## src/rtl/uart_rx_engine_if.sv

```systemverilog
// Register-file side of the UART receive engine: line control, FIFO pop, FIFO head and status.
// master = register file, slave = receive engine.
interface uart_rx_engine_if #(
  parameter int unsigned FIFO_DEPTH = 16
);
  logic [7:0]                  LCR;
  logic                        pop_rx_fifo;
  logic                        rx_idle;
  logic [10:0]                 rx_fifo_out;
  logic [$clog2(FIFO_DEPTH):0] rx_fifo_count;
  logic                        push_rx_fifo;
  logic                        rx_fifo_empty;
  logic                        rx_fifo_full;
  logic                        rx_overrun;
  logic                        parity_error;
  logic                        framing_error;
  logic                        break_error;

  modport master (
    output LCR, pop_rx_fifo,
    input  rx_idle, rx_fifo_out, rx_fifo_count, push_rx_fifo, rx_fifo_empty, rx_fifo_full,
    input  rx_overrun, parity_error, framing_error, break_error
  );

  modport slave (
    input  LCR, pop_rx_fifo,
    output rx_idle, rx_fifo_out, rx_fifo_count, push_rx_fifo, rx_fifo_empty, rx_fifo_full,
    output rx_overrun, parity_error, framing_error, break_error
  );
endinterface

```

## src/rtl/uart_rx_engine.sv

```systemverilog
// 16550-style UART receiver: synchronises and oversamples RXD, deframes 5-8 bit characters with
// optional parity, and queues {BI, FE, PE, data} entries in a character FIFO.
module uart_rx_engine #(
  parameter int unsigned FIFO_DEPTH = 16,
  parameter int unsigned OVERSAMPLE = 16
) (
  input  logic            PCLK,
  input  logic            PRESETn,
  input  logic            RXD,
  input  logic            enable,
  uart_rx_engine_if.slave bus
);
  localparam int unsigned CntW   = $clog2(OVERSAMPLE);
  localparam int unsigned AddrW  = $clog2(FIFO_DEPTH);
  localparam int unsigned CountW = AddrW + 1;
  localparam logic [CntW-1:0] CntHalf = CntW'(OVERSAMPLE / 2 - 1);
  localparam logic [CntW-1:0] CntFull = CntW'(OVERSAMPLE - 1);

  typedef enum logic [2:0] {StIdle, StStart, StData, StParity, StStop} state_e;

  state_e            state_q, state_d;
  logic [CntW-1:0]   cnt_q, cnt_d;
  logic [2:0]        bit_q, bit_d;
  logic [7:0]        data_q, data_d;
  logic [5:0]        lcr_q, lcr_d;
  logic              par_bit_q, par_bit_d;
  logic              pe_q, pe_d;
  logic              armed_q, armed_d;
  logic              push_q, push_d;
  logic [10:0]       entry_q, entry_d;
  logic              rx_meta_q, rxs;
  logic              exp_par, bi;

  logic [10:0]       mem_q [FIFO_DEPTH];
  logic [AddrW-1:0]  wptr_q, rptr_q;
  logic [CountW-1:0] count_q;
  logic              empty, full, do_pop, do_push;
  logic              unused_lcr_hi;

  assign unused_lcr_hi = ^bus.LCR[7:6];

  always_ff @(posedge PCLK or negedge PRESETn) begin
    if (!PRESETn) begin
      rx_meta_q <= 1'b1;
      rxs       <= 1'b1;
    end else begin
      rx_meta_q <= RXD;
      rxs       <= rx_meta_q;
    end
  end

  assign exp_par = lcr_q[5] ? ~lcr_q[4] : (lcr_q[4] ? ^data_q : ~^data_q);
  assign bi      = (data_q == 8'd0) && !rxs && (!par_bit_q || !lcr_q[3]);

  // armed_q marks that rxs has been seen high in IDLE, so a low rxs is a genuine falling edge
  // and a held break produces only one entry.
  always_comb begin
    state_d   = state_q;
    cnt_d     = cnt_q;
    bit_d     = bit_q;
    data_d    = data_q;
    lcr_d     = lcr_q;
    par_bit_d = par_bit_q;
    pe_d      = pe_q;
    armed_d   = armed_q;
    push_d    = 1'b0;
    entry_d   = entry_q;
    unique case (state_q)
      StIdle: begin
        if (rxs) begin
          armed_d = 1'b1;
        end else if (enable && armed_q) begin
          state_d   = StStart;
          cnt_d     = '0;
          lcr_d     = bus.LCR[5:0];
          armed_d   = 1'b0;
          par_bit_d = 1'b0;
          pe_d      = 1'b0;
        end
      end
      StStart: if (enable) begin
        if (cnt_q == CntHalf) begin
          cnt_d   = '0;
          bit_d   = '0;
          data_d  = '0;
          state_d = rxs ? StIdle : StData;
        end else begin
          cnt_d = cnt_q + 1'b1;
        end
      end
      StData: if (enable) begin
        if (cnt_q == CntFull) begin
          cnt_d         = '0;
          data_d[bit_q] = rxs;
          if (bit_q == 3'd4 + {1'b0, lcr_q[1:0]}) begin
            state_d = lcr_q[3] ? StParity : StStop;
          end else begin
            bit_d = bit_q + 3'd1;
          end
        end else begin
          cnt_d = cnt_q + 1'b1;
        end
      end
      StParity: if (enable) begin
        if (cnt_q == CntFull) begin
          cnt_d     = '0;
          par_bit_d = rxs;
          pe_d      = rxs != exp_par;
          state_d   = StStop;
        end else begin
          cnt_d = cnt_q + 1'b1;
        end
      end
      StStop: if (enable) begin
        if (cnt_q == CntFull) begin
          cnt_d   = '0;
          push_d  = 1'b1;
          entry_d = {bi, !rxs, pe_q, data_q};
          armed_d = rxs;
          state_d = StIdle;
        end else begin
          cnt_d = cnt_q + 1'b1;
        end
      end
      default: state_d = StIdle;
    endcase
  end

  always_ff @(posedge PCLK or negedge PRESETn) begin
    if (!PRESETn) begin
      state_q   <= StIdle;
      cnt_q     <= '0;
      bit_q     <= '0;
      data_q    <= '0;
      lcr_q     <= '0;
      par_bit_q <= 1'b0;
      pe_q      <= 1'b0;
      armed_q   <= 1'b1;
      push_q    <= 1'b0;
      entry_q   <= '0;
    end else begin
      state_q   <= state_d;
      cnt_q     <= cnt_d;
      bit_q     <= bit_d;
      data_q    <= data_d;
      lcr_q     <= lcr_d;
      par_bit_q <= par_bit_d;
      pe_q      <= pe_d;
      armed_q   <= armed_d;
      push_q    <= push_d;
      entry_q   <= entry_d;
    end
  end

  assign empty   = count_q == '0;
  assign full    = count_q == CountW'(FIFO_DEPTH);
  assign do_pop  = bus.pop_rx_fifo && !empty;
  assign do_push = push_q && (!full || do_pop);

  always_ff @(posedge PCLK or negedge PRESETn) begin
    if (!PRESETn) begin
      wptr_q  <= '0;
      rptr_q  <= '0;
      count_q <= '0;
    end else begin
      if (do_push) wptr_q <= wptr_q + 1'b1;
      if (do_pop)  rptr_q <= rptr_q + 1'b1;
      if (do_push && !do_pop)      count_q <= count_q + 1'b1;
      else if (do_pop && !do_push) count_q <= count_q - 1'b1;
    end
  end

  always_ff @(posedge PCLK) begin
    if (do_push) mem_q[wptr_q] <= entry_q;
  end

  assign bus.rx_idle       = state_q == StIdle;
  assign bus.rx_fifo_out   = empty ? 11'd0 : mem_q[rptr_q];
  assign bus.rx_fifo_count = count_q;
  assign bus.push_rx_fifo  = push_q;
  assign bus.rx_fifo_empty = empty;
  assign bus.rx_fifo_full  = full;
  assign bus.rx_overrun    = push_q && full && !do_pop;
  assign bus.parity_error  = bus.rx_fifo_out[8] && !empty;
  assign bus.framing_error = bus.rx_fifo_out[9] && !empty;
  assign bus.break_error   = bus.rx_fifo_out[10] && !empty;
endmodule

```

## src/flat_wrapper.sv

```systemverilog
// flat-port wrapper written by rule: the top's interface ports become plain ports
module uart_rx_engine_flat 
#(
  parameter int unsigned FIFO_DEPTH = 16,
  parameter int unsigned OVERSAMPLE = 16
)
  (PCLK, PRESETn, RXD, enable, bus_LCR, bus_pop_rx_fifo, bus_rx_idle, bus_rx_fifo_out, bus_rx_fifo_count, bus_push_rx_fifo, bus_rx_fifo_empty, bus_rx_fifo_full, bus_rx_overrun, bus_parity_error, bus_framing_error, bus_break_error);
  uart_rx_engine_if #(.FIFO_DEPTH(FIFO_DEPTH)) bus_i ();
  input  logic PCLK;
  input  logic PRESETn;
  input  logic RXD;
  input  logic enable;
  input wire logic [$bits(bus_i.LCR)-1:0] bus_LCR;
  input wire logic [$bits(bus_i.pop_rx_fifo)-1:0] bus_pop_rx_fifo;
  output wire logic [$bits(bus_i.rx_idle)-1:0] bus_rx_idle;
  output wire logic [$bits(bus_i.rx_fifo_out)-1:0] bus_rx_fifo_out;
  output wire logic [$bits(bus_i.rx_fifo_count)-1:0] bus_rx_fifo_count;
  output wire logic [$bits(bus_i.push_rx_fifo)-1:0] bus_push_rx_fifo;
  output wire logic [$bits(bus_i.rx_fifo_empty)-1:0] bus_rx_fifo_empty;
  output wire logic [$bits(bus_i.rx_fifo_full)-1:0] bus_rx_fifo_full;
  output wire logic [$bits(bus_i.rx_overrun)-1:0] bus_rx_overrun;
  output wire logic [$bits(bus_i.parity_error)-1:0] bus_parity_error;
  output wire logic [$bits(bus_i.framing_error)-1:0] bus_framing_error;
  output wire logic [$bits(bus_i.break_error)-1:0] bus_break_error;
  assign bus_i.LCR = bus_LCR;
  assign bus_i.pop_rx_fifo = bus_pop_rx_fifo;
  assign bus_rx_idle = bus_i.rx_idle;
  assign bus_rx_fifo_out = bus_i.rx_fifo_out;
  assign bus_rx_fifo_count = bus_i.rx_fifo_count;
  assign bus_push_rx_fifo = bus_i.push_rx_fifo;
  assign bus_rx_fifo_empty = bus_i.rx_fifo_empty;
  assign bus_rx_fifo_full = bus_i.rx_fifo_full;
  assign bus_rx_overrun = bus_i.rx_overrun;
  assign bus_parity_error = bus_i.parity_error;
  assign bus_framing_error = bus_i.framing_error;
  assign bus_break_error = bus_i.break_error;
  uart_rx_engine #(.FIFO_DEPTH(FIFO_DEPTH), .OVERSAMPLE(OVERSAMPLE)) u_core (.PCLK(PCLK), .PRESETn(PRESETn), .RXD(RXD), .enable(enable), .bus(bus_i));
endmodule
```

## config.mk

```make
export PLATFORM = sky130hd
export DESIGN_NAME = uart_rx_engine_flat
export DESIGN_NICKNAME = d
export VERILOG_FILES = /design/src/rtl/uart_rx_engine_if.sv /design/src/rtl/uart_rx_engine.sv /design/src/flat_wrapper.sv
export SDC_FILE = /design/constraint.sdc
export NUM_CORES = 1
export LEC_CHECK = 0
export CORE_MARGIN = 10
export CORE_UTILIZATION = 55
export DETAILED_ROUTE_END_ITERATION = 16
export PLACE_DENSITY = 0.76
export SYNTH_ARGS = -nofsm -noshare
export SYNTH_HDL_FRONTEND = slang
export SYNTH_SLANG_ARGS = --single-unit
export TNS_END_PERCENT = 1
```

## constraint.sdc

```tcl
create_clock -name PCLK -period 2.8 [get_ports PCLK]
set_input_delay 0.28 -clock PCLK [delete_from_list [all_inputs] [get_ports PCLK]]
set_output_delay 0.28 -clock PCLK [all_outputs]
set_load 0.02 [all_outputs]
```

==> metrics.md, run 1 <==
| Metric | Value |
|---|---|
| Mapped Cells | 581 |
| Port bufs | 33 |
| Finished Layout Cells | 879 |
| First-pass iteration count of the detailed router | 5 |
| Num ports | 37 |
| Detail Placement HPWL | 12.6 mm |
| Sequential share of the synthesized area | 68.4% |
| Post-route ant nets | 0 |
| CTS H-tree lvls | 1 |
| Clock Path Buffers | 3 |
| Initial antenna violation count | 0 |
| First-pass GRT wire length | 31.8 mm |
| Flip-flop and latch area | about 6600 um^2 |
| Synth warn | 0 |
| Drt drc | 0 |
| Unique masters post-synth | 63 |
| Wire per inst | 23.0 um |
| Synth Flop Type | edfxtp_1 |
| Req. time, crit path | 2.52 ns |
| Number of vias per cell | 6.07 |
| Kind of critical path | flip-flop to output port |
| CTS tree | yes |
| Post-synth net total | between 600 and 700 |
| Synthesized flop and latch total | about 230 |
| GPL Wtd Cong | 0.835 |
| CP max-delay cell | mux4_2 |
| Hold/Removal Path Class | input pin to flip-flop |
| Synth async-reset ratio | 23.1% |
| Multi-input logic area | 2920 um^2 |
| Slew @ Worst Pin | 0.797 ns |
| Final instance area | 11200 um^2 |
| Levels on crit path | 5 |
| Final setup viols | 0 |
| Place WS | 0.0653 ns |
| Reg clk slew, reported paths | 0.06 ns |
| Routed vias | 5338 |
| Post-route setup slack | 0.0452 ns |
| CP max FO | 11 |
| Crit-path cells | buf_8 > mux4_2 > mux2i_1 > o22ai_1 > dlygate4sd2_1 |
| Total Power | 10.3 mW |
| Max IR drop VDD | 554 uV |
| Hold Violations, Final | 0 |
| Placed cell area | approximately 10000 um^2 |
| Die width | 153 um |
| Most frequent cells in the layout | edfxtp_1 (176), dfrtp_1 (47), mux4_2 (44) |
| Row count | 48 |
| Post-Syn Area per Cell | roughly 17 um^2 |
| Hold path depth | 1 |
| Clk_skew | 0.00744 ns |
| CP arrival | between 2 and 2.5 ns |
| Total wire length | 20.2 mm |
| Sink Count | 229 |
| Number of flops mapped to enable cells by yosys | 176 |
| Dpl cells | ~830 |
| CP Launch Type | flip-flop |
| Syn-to-layout area delta | 16.3% |
| Core box area | 17200 um^2 |
| Max Freq | between 300 and 400 MHz |
| Die area | 23300 um^2 |
| Tmin final | 2.75 ns |
| R2r worst-path depth | 10 |
| Fin crit share | 98.4% |
| # diodes | 0 |
| Clk_lat worst skew | 0.51 ns |
| Syn Std Cell Area | 9670 um^2 |
| Root Buffer Master | clkbuf_16 |
| Die H | 153 um |
| Max-cap violations | 0 |
| Number of buffers and inverters on the critical path | 2 |
| Leak | 3.74 nW |
| Most common cell after layout, fill and taps aside | edfxtp_1 |
| Number of nets in the finished design | 668 |
| Fill count | about 1200 |
| Cell family with most CP delay | multiplexers |
| Initial detailed-routing violation count | 514 |
| Initial core utilization | roughly 56% |
| Max-slew headroom | 46.9% |
| Largest net degree at the start of global routing | 36 |
| Count of pins over their slew limit | 0 |
| Total GRT Usage | around 17% |
| GR Overflow Total | 0 |
| RSZ-0062 raised after global routing | yes |
| Pwr/cell area | between 900 and 1000 nW/um^2 |
| CTS buffer count | 24 |
| Share of layout cells above drive strength 1 | a little under a quarter |
| CP peak stage delay | slightly above 0.5 ns |
| Vias in the first global route | between 5000 and 6000 |
| Status | finished, final reports clean |
| Setup crit end kind | output port |
[cell families after synthesis]
group | after synthesis | synth area share, %
adder cells (fa/ha/maj) | 16 | 2.15
buffers and inverters | 53 | 2.36
AND/OR/NAND/NOR | 102 | 5.92
AO/OA/AOI/OAI | 88 | 5.95
XOR/XNOR | 17 | 1.54
flip-flops | 229 | 68.4
multiplexers | 76 | 13.7
[worst register-to-register path: stages (launching register included)]
cell     delay [ns]
dfrtp_2        0.40
or4_4          0.59
o31ai_4        0.22
inv_2          0.06
ha_1           0.21
inv_2          0.11
ha_1           0.28
a21o_1         0.21
a21oi_2        0.16
mux2i_1        0.23
xnor2_1        0.13
[through the flow]
stage / hold WS, ns / utilization, % / setup TNS, ns
global route: 0.188 / 65.2 / -0.0500
floorplan: -0.0156 / - / 0
global placement: 0.348 / 60.4 / 0
CTS: 0.167 / 64.8 / 0
finish: 0.178 / 65.2 / 0
detailed placement: 0.348 / 60.4 / 0
[worst paths after layout]
path	to	start	slack, ns
max	bus_rx_fifo_out[0]	u_core.rptr_q[0]$_DFFE_PN0N_	0.05
min	u_core.rx_meta_q$_DFF_PN1_	RXD	0.18
max reg2reg	u_core.bus.rx_fifo_count[4]$_DFFE_PN0P_	u_core.bus.rx_fifo_count[0]$_DFFE_PN0P_	0.13
min reg2reg	u_core.rxs$_DFF_PN1_	u_core.rx_meta_q$_DFF_PN1_	0.35
max in group asynchronous	u_core.data_q[1]$_DFFE_PN0P_	PRESETn	1.66
min in group asynchronous	u_core.cnt_q[1]$_DFFE_PN0P_	PRESETn	0.39
[cell usage after synthesis, types with 2 or more instances]
cell type,count,area share [%]
mux2i_1,25,2.6
nor2b_1,5,0.32
mux2_2,7,0.82
xnor2_1,14,1.3
and3b_1,2,0.18
o22ai_1,11,0.71
buf_1,2,0.078
o31ai_1,2,0.16
dfrtp_1,50,13
edfxtp_1,176,55
nand2_1,31,1.2
clkbuf_1,16,0.62
and2_1,18,1.2
dfstp_2,3,0.82
o32ai_1,2,0.18
ha_1,15,1.9
nor2_1,9,0.35
inv_1,19,0.74
nand2b_1,7,0.45
nor4b_1,2,0.18
nand3_1,5,0.26
o21a_1,2,0.16
xor2_1,3,0.27
o21ai_0,32,1.7
buf_2,10,0.52
a41o_1,2,0.21
mux4_2,44,10
a21oi_1,13,0.67
nor3b_1,5,0.39
a21o_1,7,0.54
nand4_1,4,0.26
nand3b_1,2,0.16
buf_4,4,0.31
nor3_1,3,0.16
[cell type report]
cell class	instances	area share, %
clock buffer	32	5.61
clock inverter	9	0.746
inverter	20	0.668
multi-input combinational	299	25.9
sequential	229	58.9
tap	225	2.50
timing repair buffer	65	5.63
[per-layer routing]
metal | global-route usage (%) | wire, um
met1 | 22.2 | 8240
met2 | 28.4 | 10200
met3 | 3.10 | 1460
met4 | 4.77 | 367
met5 | 0 | 0
[flip-flops by register name (all words and copies together), names as in the netlist, 4 cells and up]
name / flops
u_core.rptr_q: 4
u_core.cnt_q: 4
u_core.wptr_q: 4
u_core.bus.rx_fifo_count: 5
u_core.lcr_q: 5
u_core.mem_q: 176
u_core.entry_q: 11
u_core.data_q: 8
[where the power goes]
part	switching (mW)	internal [mW]	leakage (nW)
registers	0.313	3.84	2.00
clock network	1.24	1.67	0.343
logic	1.67	1.56	1.41
total	3.22	7.08	3.74
[what timing repair did]
| action | in CTS | in global routing |
|---|---|---|
| cloned | 0 | 1 |
| buffers inserted | 0 | 3 |
| hold buffers | 1 | 0 |
| setup endpoints to repair | 16 | 12 |
| gates resized for setup | 31 | 27 |
| hold endpoints to repair | 31 | 0 |
(Power assumes the default switching activity.)
==> run 2, diff against run 1 <==
Settings changed: CORE_UTILIZATION 55 to 50, PLACE_DENSITY 0.76 to 0.7.
==> run 2 against run 1 <==
Effect of this change:
- via count down 2.2%
- sequential share of layout area down 0.14 points
- clock skew up 0.0068 ns
- maximum frequency up 2.0%
- clock-buffer cell count down 5
- die area up 8.7%
- critical path depth up 2
- register-to-register slack better by 0.04 ns
==> metrics.md, run 2 (synthesis gave the netlist of run 1 again) <==
| Metric | Value |
|---|---|
| Status | finished, final reports clean |
| Seq pwr share | 39.8% |
| R2R setup slack | 0.17 ns |
| CP Launch Type | flip-flop |
| Beginning of the critical path | u_core.bus.rx_fifo_count[0]$_DFFE_PN0P_ |
| Sink Count | 229 |
| Kind of critical path | flip-flop to output port |
| Number of vias per cell | 5.69 |
| Post-route ant nets | 0 |
| Syn-to-layout area delta | 16.6% |
| Port bufs | 33 |
| Die width | 159 um |
| CP arrival | 2.42 ns |
| GR Overflow Total | 0 |
| First-pass iteration count of the detailed router | 5 |
| Most frequent cells in the layout | edfxtp_1 (176), dfrtp_1 (47), mux4_2 (44) |
| Max-slew headroom | about 52% |
| Place WS | 0.0826 ns |
| Switch Pwr | 3.19 mW |
| Share of layout cells above drive strength 1 | 24.0% |
| Core box area | 18900 um^2 |
| R2r worst-path depth | 10 |
| Total wire length | 19.1 mm |
| Drt drc | 0 |
| Fin crit share | between 90% and 100% |
| Detail Placement HPWL | 12.2 mm |
| Root Buffer Master | clkbuf_16 |
| TNS Setup | 0 ns |
| Clk_skew | 0.0142 ns |
| Total GRT Usage | 15.1% |
| Max reg flops | ~180 |
| Post-route setup slack | 0.0980 ns |
| Sw frac | 30.4% |
| Final setup viols | 0 |
| Max Freq | 370 MHz |
| Clk pwr share | 31.9% |
| Leak | 3.79 nW |
| Worst R2R Start | u_core.bus.rx_fifo_count[0]$_DFFE_PN0P_ |
| Slew @ Worst Pin | 0.714 ns |
| GPL Wtd Cong | 0.839 |
| Max IR drop VDD | around 720 uV |
| Biggest regs | u_core.mem_q (176), u_core.entry_q (11), u_core.data_q (8) |
| CP max FO | 11 |
| Hold/Removal Path Class | input pin to flip-flop |
| Setup crit end kind | output port |
| CTS buffer count | 24 |
| Tmin final | 2.70 ns |
| Flip-flop and latch area | between 6000 and 7000 um^2 |
| Combinational power share | 28.3% |
| Multi-input logic area | 2850 um^2 |
| CTS H-tree lvls | 1 |
| Initial antenna violation count | 0 |
| Largest net degree at the start of global routing | 40 |
| Biggest register | u_core.mem_q |
| Die H | 159 um |
| Num ports | 37 |
| Hold Violations, Final | 0 |
| Routed vias | 5222 |
| Clock Path Buffers | 3 |
| Req. time, crit path | ~2.5 ns |
| # diodes | 0 |
| Vias in the first global route | 5445 |
| Reg-to-reg endpoint | u_core.bus.rx_fifo_count[4]$_DFFE_PN0P_ |
| Pwr/cell area | 930 nW/um^2 |
| Pint | 7.29 mW |
| Hold path startpoint | RXD |
| Row count | 50 |
| Max-cap violations | 0 |
| Initial core utilization | about half |
| Most common cell after layout, fill and taps aside | edfxtp_1 |
| Clk_lat worst skew | 0.52 ns |
| Initial detailed-routing violation count | 500 |
| First-pass GRT wire length | 31.0 mm |
| Reg clk slew, reported paths | 0.06 ns |
| Number of nets in the finished design | between 600 and 700 |
| RSZ-0062 raised after global routing | no |
| Count of pins over their slew limit | 0 |
| Wire per inst | between 20 and 25 um |
| Fill count | 1443 |
| Die area | between 20000 and 30000 um^2 |
| CTS tree | yes |
| Worst setup path end | bus_rx_fifo_out[2] |
[run 2: through the flow]
| step | power [mW] | cell area (um^2) | hold slack (ns) | utilization (%) | instances |
|---|---|---|---|---|---|
| final | 10.5 | 11300 | 0.182 | 59.7 | 918 |
| after global routing | 11.0 | 11300 | 0.181 | 59.7 | 918 |
| after CTS | 10.6 | 11300 | 0.168 | 59.7 | 918 |
| after detailed placement | 7.33 | 10400 | 0.349 | 55.3 | 872 |
| after global placement | 7.24 | 10400 | 0.346 | 55.3 | 872 |
| after floorplan | 6.25 | 9670 | -0.0156 | - | 581 |
[run 2: critical path, stage by stage, from the launching register on]
cell and delay (ns):
dfrtp_2 0.40, or4_4 0.59, nand2b_4 0.17, buf_4 0.14
nand2b_1 0.09, buf_6 0.16, o22ai_1 0.10, clkdlybuf4s15_2 0.26
[run 2: final cells by class]
cell class	instances	share of cell area [%]
Clock buffer	27	5.43
Tap cell	260	2.89
Sequential cell	229	58.7
Timing Repair Buffer	66	4.94
Clock inverter	17	2.06
Inverter	20	0.666
Multi-Input combinational cell	299	25.3
[run 2: power by group through the flow]
stage,Clock (mW),Sequential [mW],Combinational [mW]
floorplan,0,4.08,2.16
global placement,0,4.23,3.01
detailed placement,0,4.25,3.08
CTS,3.40,4.17,3.02
global route,3.54,4.21,3.25
finish,3.34,4.17,2.97
[run 2: per-layer routing]
metal | routed length, um | GRT usage, % | part of all wire, %
met5 | 0 | 0 | 0
met2 | 9380 | 24.7 | 49
met4 | 429 | 4.25 | 2.2
met1 | 8280 | 20.3 | 43
met3 | 1030 | 2.87 | 5.4
[run 2: what timing repair did]
item,in CTS,in global routing
setup buffers,1,0
hold buffers,1,0
setup endpoints to repair,15,16
resized for setup,49,12
hold endpoints to repair,26,0
[run 2: worst min-delay path by stage]
stage                     slack (ns)  depth (start not counted)                     endpoint
after floorplan                -0.02                          0  u_core.bit_q[0]$_DFFE_PN0P_
after global placement          0.35                          1  u_core.lcr_q[1]$_DFFE_PN0P_
after detailed placement        0.35                          1  u_core.lcr_q[0]$_DFFE_PN0P_
after CTS                       0.17                          1   u_core.rx_meta_q$_DFF_PN1_
after global routing            0.18                          1   u_core.rx_meta_q$_DFF_PN1_
final                           0.18                          1   u_core.rx_meta_q$_DFF_PN1_
